$ cat src/rtl/hazard_stall_ctrl_pkg.sv
// Shared types and latency helpers for the ID-stage interlock.
// Default widths/latencies live here so the core and bench agree.
package hazard_stall_ctrl_pkg;

  localparam int REG_AW_DEF     = 5;
  localparam int LOAD_LAT_DEF   = 1;
  localparam int MULDIV_LAT_DEF = 4;
  localparam int PERF_W_DEF     = 32;

  // Which of the four priority cases applies this cycle.
  typedef enum logic [1:0] {
    CTL_RUN,
    CTL_HAZ,
    CTL_REDIR,
    CTL_FRZ
  } ctl_mode_e;

  typedef struct packed {
    logic pc_en;
    logic if_id_en;
    logic id_ex_bubble;
    logic if_id_flush;
  } pipe_ctl_t;

  // Cycles until the ID instruction's result becomes forwardable; 0 = ALU.
  function automatic int new_lat_enc(input logic is_load, input logic is_muldiv,
                                     input int load_lat, input int muldiv_lat);
    if (is_muldiv) return muldiv_lat;
    if (is_load)   return load_lat;
    return 0;
  endfunction

endpackage

$ cat src/rtl/hazard_scoreboard.sv
// Per-register countdown of cycles until a pending result is forwardable.
// x0 is never written, so its entry stays at zero from reset onward.
module hazard_scoreboard
  import hazard_stall_ctrl_pkg::*;
#(
  parameter int REG_AW = REG_AW_DEF,
  parameter int CNT_W  = 3
) (
  input  logic              clk,
  input  logic              rst_n,
  input  logic              freeze,
  input  logic              set_en,
  input  logic [REG_AW-1:0] set_idx,
  input  logic [CNT_W-1:0]  set_val,
  input  logic [REG_AW-1:0] rs1_idx,
  input  logic [REG_AW-1:0] rs2_idx,
  input  logic [REG_AW-1:0] rd_idx,
  output logic [CNT_W-1:0]  rs1_cnt,
  output logic [CNT_W-1:0]  rs2_cnt,
  output logic [CNT_W-1:0]  rd_cnt
);

  localparam int NREGS = 1 << REG_AW;

  logic [NREGS-1:0][CNT_W-1:0] cnt;

  // A fresh issue replaces the decrement on the same entry.
  always_ff @(posedge clk) begin
    if (!rst_n) begin
      cnt <= '0;
    end else if (!freeze) begin
      for (int r = 1; r < NREGS; r++) begin
        if (set_en && set_idx == REG_AW'(r))
          cnt[r] <= set_val;
        else if (cnt[r] != '0)
          cnt[r] <= cnt[r] - 1'b1;
      end
    end
  end

  assign rs1_cnt = cnt[rs1_idx];
  assign rs2_cnt = cnt[rs2_idx];
  assign rd_cnt  = cnt[rd_idx];

endmodule

$ cat src/rtl/hazard_stall_ctrl.sv
// ID-stage interlock: RaW/WaW stalls against the countdown scoreboard,
// redirect flush, memory freeze and a saturating stall-cycle counter.
module hazard_stall_ctrl
  import hazard_stall_ctrl_pkg::*;
#(
  parameter int REG_AW     = REG_AW_DEF,
  parameter int LOAD_LAT   = LOAD_LAT_DEF,
  parameter int MULDIV_LAT = MULDIV_LAT_DEF,
  parameter int CNT_W      = $clog2(MULDIV_LAT + 1),
  parameter int PERF_W     = PERF_W_DEF
) (
  input  logic              clk,
  input  logic              rst_n,
  input  logic              id_valid,
  input  logic [REG_AW-1:0] id_rs1,
  input  logic [REG_AW-1:0] id_rs2,
  input  logic              id_rs1_used,
  input  logic              id_rs2_used,
  input  logic [REG_AW-1:0] id_rd,
  input  logic              id_rd_wr,
  input  logic              id_is_load,
  input  logic              id_is_muldiv,
  input  logic              ex_redirect,
  input  logic              mem_stall,
  output logic              pc_en,
  output logic              if_id_en,
  output logic              id_ex_bubble,
  output logic              if_id_flush,
  output logic [PERF_W-1:0] stall_cycles
);

  logic [CNT_W-1:0] rs1_cnt, rs2_cnt, rd_cnt, new_lat;
  logic             hz_raw, hz_waw, hazard, set_en;
  ctl_mode_e        mode;
  pipe_ctl_t        ctl;

  assign new_lat = CNT_W'(new_lat_enc(id_is_load, id_is_muldiv, LOAD_LAT, MULDIV_LAT));

  assign hz_raw = id_valid &
                  ((id_rs1_used & (id_rs1 != '0) & (rs1_cnt != '0)) |
                   (id_rs2_used & (id_rs2 != '0) & (rs2_cnt != '0)));
  // A shorter-latency write must not land before an older, slower one.
  assign hz_waw = id_valid & id_rd_wr & (id_rd != '0) & (rd_cnt > new_lat);
  assign hazard = hz_raw | hz_waw;

  always_comb begin
    mode = CTL_RUN;
    if (mem_stall)        mode = CTL_FRZ;
    else if (ex_redirect) mode = CTL_REDIR;
    else if (hazard)      mode = CTL_HAZ;
  end

  always_comb begin
    ctl = '{pc_en: 1'b1, if_id_en: 1'b1, id_ex_bubble: 1'b0, if_id_flush: 1'b0};
    unique case (mode)
      CTL_FRZ:   ctl = '{pc_en: 1'b0, if_id_en: 1'b0, id_ex_bubble: 1'b0, if_id_flush: 1'b0};
      CTL_REDIR: ctl = '{pc_en: 1'b1, if_id_en: 1'b1, id_ex_bubble: 1'b1, if_id_flush: 1'b1};
      CTL_HAZ:   ctl = '{pc_en: 1'b0, if_id_en: 1'b0, id_ex_bubble: 1'b1, if_id_flush: 1'b0};
      default:   ;
    endcase
    // Hold the front end and keep ID/EX empty while in reset.
    if (!rst_n)
      ctl = '{pc_en: 1'b0, if_id_en: 1'b0, id_ex_bubble: 1'b1, if_id_flush: 1'b0};
  end

  assign pc_en        = ctl.pc_en;
  assign if_id_en     = ctl.if_id_en;
  assign id_ex_bubble = ctl.id_ex_bubble;
  assign if_id_flush  = ctl.if_id_flush;

  assign set_en = (mode == CTL_RUN) & id_valid & id_rd_wr & (id_rd != '0) & (new_lat != '0);

  hazard_scoreboard #(
    .REG_AW (REG_AW),
    .CNT_W  (CNT_W)
  ) u_sb (
    .clk     (clk),
    .rst_n   (rst_n),
    .freeze  (mem_stall),
    .set_en  (set_en),
    .set_idx (id_rd),
    .set_val (new_lat),
    .rs1_idx (id_rs1),
    .rs2_idx (id_rs2),
    .rd_idx  (id_rd),
    .rs1_cnt (rs1_cnt),
    .rs2_cnt (rs2_cnt),
    .rd_cnt  (rd_cnt)
  );

  always_ff @(posedge clk) begin
    if (!rst_n)
      stall_cycles <= '0;
    else if (mode == CTL_HAZ && stall_cycles != '1)
      stall_cycles <= stall_cycles + 1'b1;
  end

endmodule
$ cat config.mk
export PLATFORM = sky130hd
export DESIGN_NAME = hazard_stall_ctrl
export DESIGN_NICKNAME = d
export VERILOG_FILES = /design/src/rtl/hazard_stall_ctrl_pkg.sv /design/src/rtl/hazard_scoreboard.sv /design/src/rtl/hazard_stall_ctrl.sv
export SDC_FILE = /design/constraint.sdc
export NUM_CORES = 1
export LEC_CHECK = 0
export ABC_AREA = 1
export BUFFER_PORTS_ARGS = -buffer_cell sky130_fd_sc_hd__buf_2
export CAP_MARGIN = 10
export CORE_MARGIN = 2
export CORE_UTILIZATION = 62
export CTS_CLUSTER_SIZE = 20
export DETAILED_ROUTE_END_ITERATION = 10
export GPL_ROUTABILITY_DRIVEN = 0
export PLACE_DENSITY = 0.81
export SLEW_MARGIN = 40
export SYNTH_ARGS = -nofsm -noshare
export SYNTH_HDL_FRONTEND = slang
export SYNTH_SLANG_ARGS = --single-unit
$ cat constraint.sdc
create_clock -name clk -period 4.6 [get_ports clk]
set_input_delay 0.46 -clock clk [delete_from_list [all_inputs] [get_ports clk]]
set_output_delay 0.46 -clock clk [all_outputs]
set_load 0.005 [all_outputs]
Word level (Yosys, flattened, before mapping)
Cells that the tools add are included.
{"block": "classes", "add_sub_neg": 32, "bitwise": 15, "n_reduce_logical": 132, "eq_ne": 35, "n_mux": 80, "magnitude_cmp": 4}
{"op": "3-bit 2-to-1 mux", "count": 69}
{"op": "3-bit nonzero test", "count": 34}
{"op": "3-bit by 1-bit subtractor with 3-bit output, second input constant", "count": 31}
{"op": "5-bit equality test, second input constant", "count": 16}
{"op": "2-bit AND reduction", "count": 31}
{"op": "2-bit nonzero test", "count": 31}
{"op": "3-bit binary-select mux with 5-bit select", "count": 3}
{"op": "5-bit by 4-bit equality test with 1-bit output, second input constant", "count": 8}
{"op": "32-bit by 1-bit adder with 32-bit output, second input constant", "count": 1}
{"op": "1-bit logical AND", "count": 32}
{"op": "32-bit inequality test, second input constant", "count": 1}
{"op": "5-bit by 3-bit equality test with 1-bit output, second input constant", "count": 4}
{"op": "5-bit by 6-bit less-than comparator with 1-bit output, second input constant", "count": 3}
{"op": "5-bit nonzero test", "count": 3}
{"op": "1-bit AND", "count": 12}
{"op": "4-bit case mux with 3 select lines", "count": 1}
{"op": "5-bit by 2-bit equality test with 1-bit output, second input constant", "count": 2}
{"op": "5-bit by 1-bit equality test with 1-bit output, second input constant", "count": 1}
{"op": "2-bit equality test, second input constant", "count": 2}
{"op": "1-bit 2-to-1 mux", "count": 4}
{"op": "2-bit 2-to-1 mux", "count": 2}
{"op": "4-bit 2-to-1 mux", "count": 1}
{"op": "3-bit > comparator", "count": 1}
{"op": "2-bit by 1-bit equality test with 1-bit output, second input constant", "count": 1}
{"op": "other kinds (3)", "count": 4}
{"block": "word_totals", "regBits": 125, "output_inout_bits": 36, "wordCells": 330, "inputBits": 25}

Logic depth before layout (Yosys ltp)
{"block": "depth", "ltp_word": 18, "depth_mapped": 28, "ltp_nobuf": 27}

Modules after synthesis
Synthesis repeated with hierarchy kept, for this count alone.
{"block": "hier_totals", "cells_unflattened": 2066, "area_unflattened_um2": 11383.4}
{"module": "hazard_scoreboard", "seq_area_each_um2": 1861.8, "area_each_um2": 9077.5, "cells_per_inst": 1676, "instances": 1}
{"module": "hazard_stall_ctrl", "seq_area_each_um2": 640.6, "area_each_um2": 2306.0, "cells_per_inst": 390, "instances": 1}

Worst setup path after synthesis
Ideal clock, no wire load.
{"block": "synth_path", "path_type": "in2reg", "from": "input port id_rd[1]", "to": "register u_sb.cnt[31] (netlist bit)", "setup_ns": 0.119, "path_stages": 26, "path_buffers": 2, "path_slack_ns": 1.150, "required_time_ns": 4.481, "arrival_time_ns": 3.330, "path_cell_list": "inv_2 nand2_1 buf_2 inv_1 a221oi_1 o21ai_0 nor3_1 nor2_1 ha_1 nand2_1 o21ai_0 nand2_1 a21oi_1 nand2_1 nand2_1 ha_1 o21ai_0 nor2_2 nand2_4 inv_4 buf_12 nand2_2 nand3_1 nand2_1 o21ai_0 a21oi_1"}
{"block": "synth_via", "elab_chain_len": 16, "elab_cells_between_ends": 20, "cone_classes": "order compare: 1; eq/ne: 1; mux: 6; bitwise: 7; reduce/logical: 5"}
{"element": "start: declaration", "line": "hazard_stall_ctrl.sv:19", "text": "input logic [REG_AW-1:0] id_rd,"}
{"element": "3-bit binary-select mux with 5-bit select", "line": "hazard_scoreboard.sv:43", "text": "assign rd_cnt = cnt[rd_idx];"}
{"element": "3-bit 2-to-1 mux (not written as such)", "line": "hazard_scoreboard.sv:43"}
{"element": "3-bit > comparator", "line": "hazard_stall_ctrl.sv:43", "text": "assign hz_waw = id_valid & id_rd_wr & (id_rd != '0) & (rd_cnt > new_lat);"}
{"element": "1-bit AND", "line": "hazard_stall_ctrl.sv:43"}
{"element": "1-bit bitwise OR", "line": "hazard_stall_ctrl.sv:44", "text": "assign hazard = hz_raw | hz_waw;"}
{"element": "1-bit 2-to-1 mux", "line": "hazard_stall_ctrl.sv:50", "text": "else if (hazard) mode = CTL_HAZ;"}
{"element": "2-bit 2-to-1 mux", "line": "hazard_stall_ctrl.sv:49", "text": "else if (ex_redirect) mode = CTL_REDIR;"}
{"element": "2-bit 2-to-1 mux", "line": "hazard_stall_ctrl.sv:48", "text": "if (mem_stall) mode = CTL_FRZ;"}
{"element": "2-bit logical NOT", "line": "hazard_stall_ctrl.sv:71", "text": "assign set_en = (mode == CTL_RUN) & id_valid & id_rd_wr & (id_rd != '0) & (new_lat != '0);"}
{"element": "1-bit AND (4 in a row)", "line": "hazard_stall_ctrl.sv:71"}
{"element": "1-bit logical AND (*)", "line": "hazard_scoreboard.sv:33", "text": "if (set_en && set_idx == REG_AW'(r))"}
{"element": "2-bit nonzero test (no source line)"}
{"element": "2-bit AND reduction (no source line)"}
{"element": "end signal: indexed assignment", "line": "hazard_scoreboard.sv:34", "text": "cnt[r] <= set_val;"}
{"element": "end signal: indexed assignment", "line": "hazard_scoreboard.sv:36", "text": "cnt[r] <= cnt[r] - 1'b1;"}
{"element": "end: declaration", "line": "hazard_scoreboard.sv:25", "text": "logic [NREGS-1:0][CNT_W-1:0] cnt;"}
Every way passes the cells marked *; elsewhere a longest branch is shown, timed or not. The select of a mux whose other input is x is not followed.
A chain may end at the register's enable or synchronous reset.

Final worst setup path
{"block": "layout_path", "from": "input port id_rd[0]", "to": "register u_sb.cnt[46] (netlist bit)"}
Same word-level chain as after synthesis.

==> impl_metrics.csv <==
group,metric,value,unit
yosys,synth_ff_type,"dfxtp_1",
setup_path,endpoint_kind,"flip-flop",
grt,grt_usage,0.3588,
sta,rsz0062_at_grt,"false",
layout,n_antenna_cell,0,
yosys,ys_seq_area_frac,0.2701,
sta,tightest_slew,0.7866,ns
layout,final_cell_mix,"nand2_1 (275), nor2_1 (185), inv_1 (169)",
setup_path,rr_worst_depth,24,
clock_network,cts_tree,"built",
yosys,syn_avg_cell_area,6.411,um2
yosys,syn_area,9264,um2
layout,nets,1589,
sta,hold-worst-slack,0.4619,ns
floorplan,pin_count,61,
power,p_per_area,569.7,nW/um2
sta,setup_viol,0,
setup_path,critical_path_arrival,4.26,ns
grt,grt_pass1_wl,46090,um
drt,first_pass_iters,6,
yosys,yosys-top-cells-area,"dfxtp_1 (27%), nand2_1 (11%), ha_1 (9.0%)",
yosys,syn_inst,1445,
outcome,status,"complete, no violations",
setup_path,rrSetupSlack,0.95,ns
grt,grt_pass1_vias,9151,
floorplan,initial_core_util,0.6350,
setup_path,cp.required,4.95,ns
yosys,ys_ff_latch,125,
power,irDropWorstVdd,433.8,uV
drt,drc,0,
power,p_leak,4.547,nW
grt,grt_max_degree,71,
floorplan,row_count,44,
clock_network,root_buffer,"clkbuf_16",
clock_network,post_cts_buffers,0,
yosys,synth_top_cell_area_share,0.2701,
sta,hold_violations,0,
drt,wirelength,28620,um
sta,fmax,256.3,MHz
setup_path,crit_path_end,"u_sb.cnt[46]$_SDFFE_PN0P_",
clock_network,path_clk_slew,0.06,ns
clock_network,clk_latency,0.43,ns
sta,fin_tns_setup,0,ns
grt,grt_overflow,0,
floorplan,die_y,126.2,um
hold_path,hp-start,"u_sb.cnt[58]$_SDFFE_PN0P_",
yosys,yosys_warnings,0,
placement,dpl.hpwl,20470,um
yosys,synth_top_cell_by_area,"dfxtp_1",
hold_path,min_path_type,"reg -> reg",
yosys,synth_top_family_by_area,"simple AND/OR/NAND/NOR gates",
layout,final_common_cell,"nand2_1",
job,max-cap-violations,0,
yosys,synth_nets,1537,
layout,n_fill_cell,1262,
yosys,synth_cell_types,45,
yosys,synthSimpleGateAreaFrac,0.3069,
floorplan,core-area,14590,um2
clock_network,cts_buffer_depth,2,
clock_network,h-tree-depth,4,
sta,relSlewSlack,0.4737,
yosys,synth_mux_area_frac,0,
floorplan,die_w,126.2,um
clock_network,ctsHoldBuffers,0,
placement,port_buffers,60,
setup_path,start_kind,"primary input",
layout,area_delta_synth_final,10.87,%
clock_network,cts_resized,0,
yosys,synth_xor_area_frac,0.03309,
setup_path,crit_path_start,"id_rd[0]",
setup_path,crit_type,"in -> reg",
layout,drive_gt1_frac,0.1099,
clock_network,numCtsBuffers,17,
drt,routed_via_density,6.002,
yosys,synthAdderAreaFrac,0.09049,
yosys,synth_compound_area_frac,0.2030,
setup_path,crit_path_max_fanout,12,
drt,drtIter0Drc,1078,
sta,fin_crit,3.901,ns
setup_path,reg2reg_from,"u_sb.cnt[20]$_SDFFE_PN0P_",
yosys,synthArstFlopShare,0,
grt,antenna_found_initial,0,
sta,skew,0.006471,ns
drt,wire_per_inst,16.90,um
drt,via_count,10170,
drt,ant_nets,0,
clock_network,cts.sinks,125,
yosys,synth-edff-count,0,
sta,timing.final.crit_share,0.8481,
floorplan,fp.dieArea,15940,um2
sta,maxSlewViolCount,0,
setup_path,r2r_end,"u_sb.cnt[46]$_SDFFE_PN0P_",
-- Yosys cell counts (17+ instances only) --
cell type	instances
a21oi_1	137
clkbuf_1	24
dfxtp_1	125
ha_1	67
inv_1	170
nand2_1	275
nand3_1	94
nand4_1	28
nor2_1	185
o21ai_0	124
o22ai_1	27
xnor2_1	18
xor2_1	17
-- how the worst min path moves through the flow --
stage / endpoint / depth (start not counted)
6_report: u_sb.cnt[58]$_SDFFE_PN0P_ / 2
5_1_grt: u_sb.cnt[62]$_SDFFE_PN0P_ / 3
4_1_cts: u_sb.cnt[62]$_SDFFE_PN0P_ / 3
3_5_place_dp: u_sb.cnt[28]$_SDFFE_PN0P_ / 2
3_3_place_gp: u_sb.cnt[58]$_SDFFE_PN0P_ / 2
2_1_floorplan: u_sb.cnt[28]$_SDFFE_PN0P_ / 2
-- metrics by stage --
step / power [mW] / setup WS [ns] / util / instance area (um2) / instances
after global placement: 4.381 / 0.4813 / 0.6651 / 9703 / 1662
after global routing: 6.338 / 0.3012 / 0.7040 / 10270 / 1694
final: 5.851 / 0.6989 / 0.7040 / 10270 / 1694
after floorplan: 3.829 / 1.150 / - / 9264 / 1445
after CTS: 5.794 / 0.7919 / 0.7040 / 10270 / 1694
after detailed placement: 4.453 / 0.3855 / 0.6651 / 9703 / 1662
-- final cells by class --
cell class | count | area, um2 | area share
flip-flops and latches | 125 | 2502 | 0.2436
clock inverters | 11 | 117.6 | 0.01145
inverters | 185 | 696.9 | 0.06785
well taps | 184 | 230.2 | 0.02241
multi-input cells | 1094 | 5868 | 0.5713
clock buffers | 21 | 450.4 | 0.04385
repair buffers | 74 | 405.4 | 0.03947
-- where the power goes --
part	total, mW	switching (mW)	internal, mW	leakage (nW)
Clock	1.33	0.519	0.808	0.277
Combinational	2.83	1.72	1.11	3.25
Sequential	1.69	0.276	1.42	1.02
Total	5.85	2.52	3.33	4.55
-- metal layers --
metal  track usage  part of all wire
met5             0                 0
met4        0.1681             0.048
met3       0.07477              0.12
met2        0.5534              0.43
met1        0.4812              0.40
-- sequential cells by signal, summed over array words and instances, names as in the netlist --
| signal | count |
|---|---|
| u_sb.cnt | 93 |
| stall_cycles | 32 |
-- cells by family after synthesis --
group / Yosys count
and+or+nand+nor: 648
DFF: 125
adders and majority gates: 67
buffers and inverters: 226
AOI/OAI and AO/OA: 344
xor gates and xnor gates: 35
-- worst max-delay path, stage by stage --
cell and delay [ns]:
buf_2 0.12, inv_2 0.04, nand2_1 0.40, buf_4 0.28, o22ai_1 0.08, o21ai_0 0.15
o21ai_0 0.10, nor3_1 0.22, nor2_1 0.08, ha_1 0.29, nand2_1 0.05, o21ai_0 0.06
nand2_1 0.07, a21oi_1 0.12, nand2_1 0.09, nand2_1 0.08, ha_1 0.14, o21ai_0 0.14
nor2_2 0.19, nand2_4 0.13, inv_4 0.23, nand2_1 0.16, nand3_1 0.10, nand2_1 0.11
nor2_1 0.15, nand2_1 0.07, a21oi_1 0.13
No activity file was read; power rests on OpenSTA's default activity.
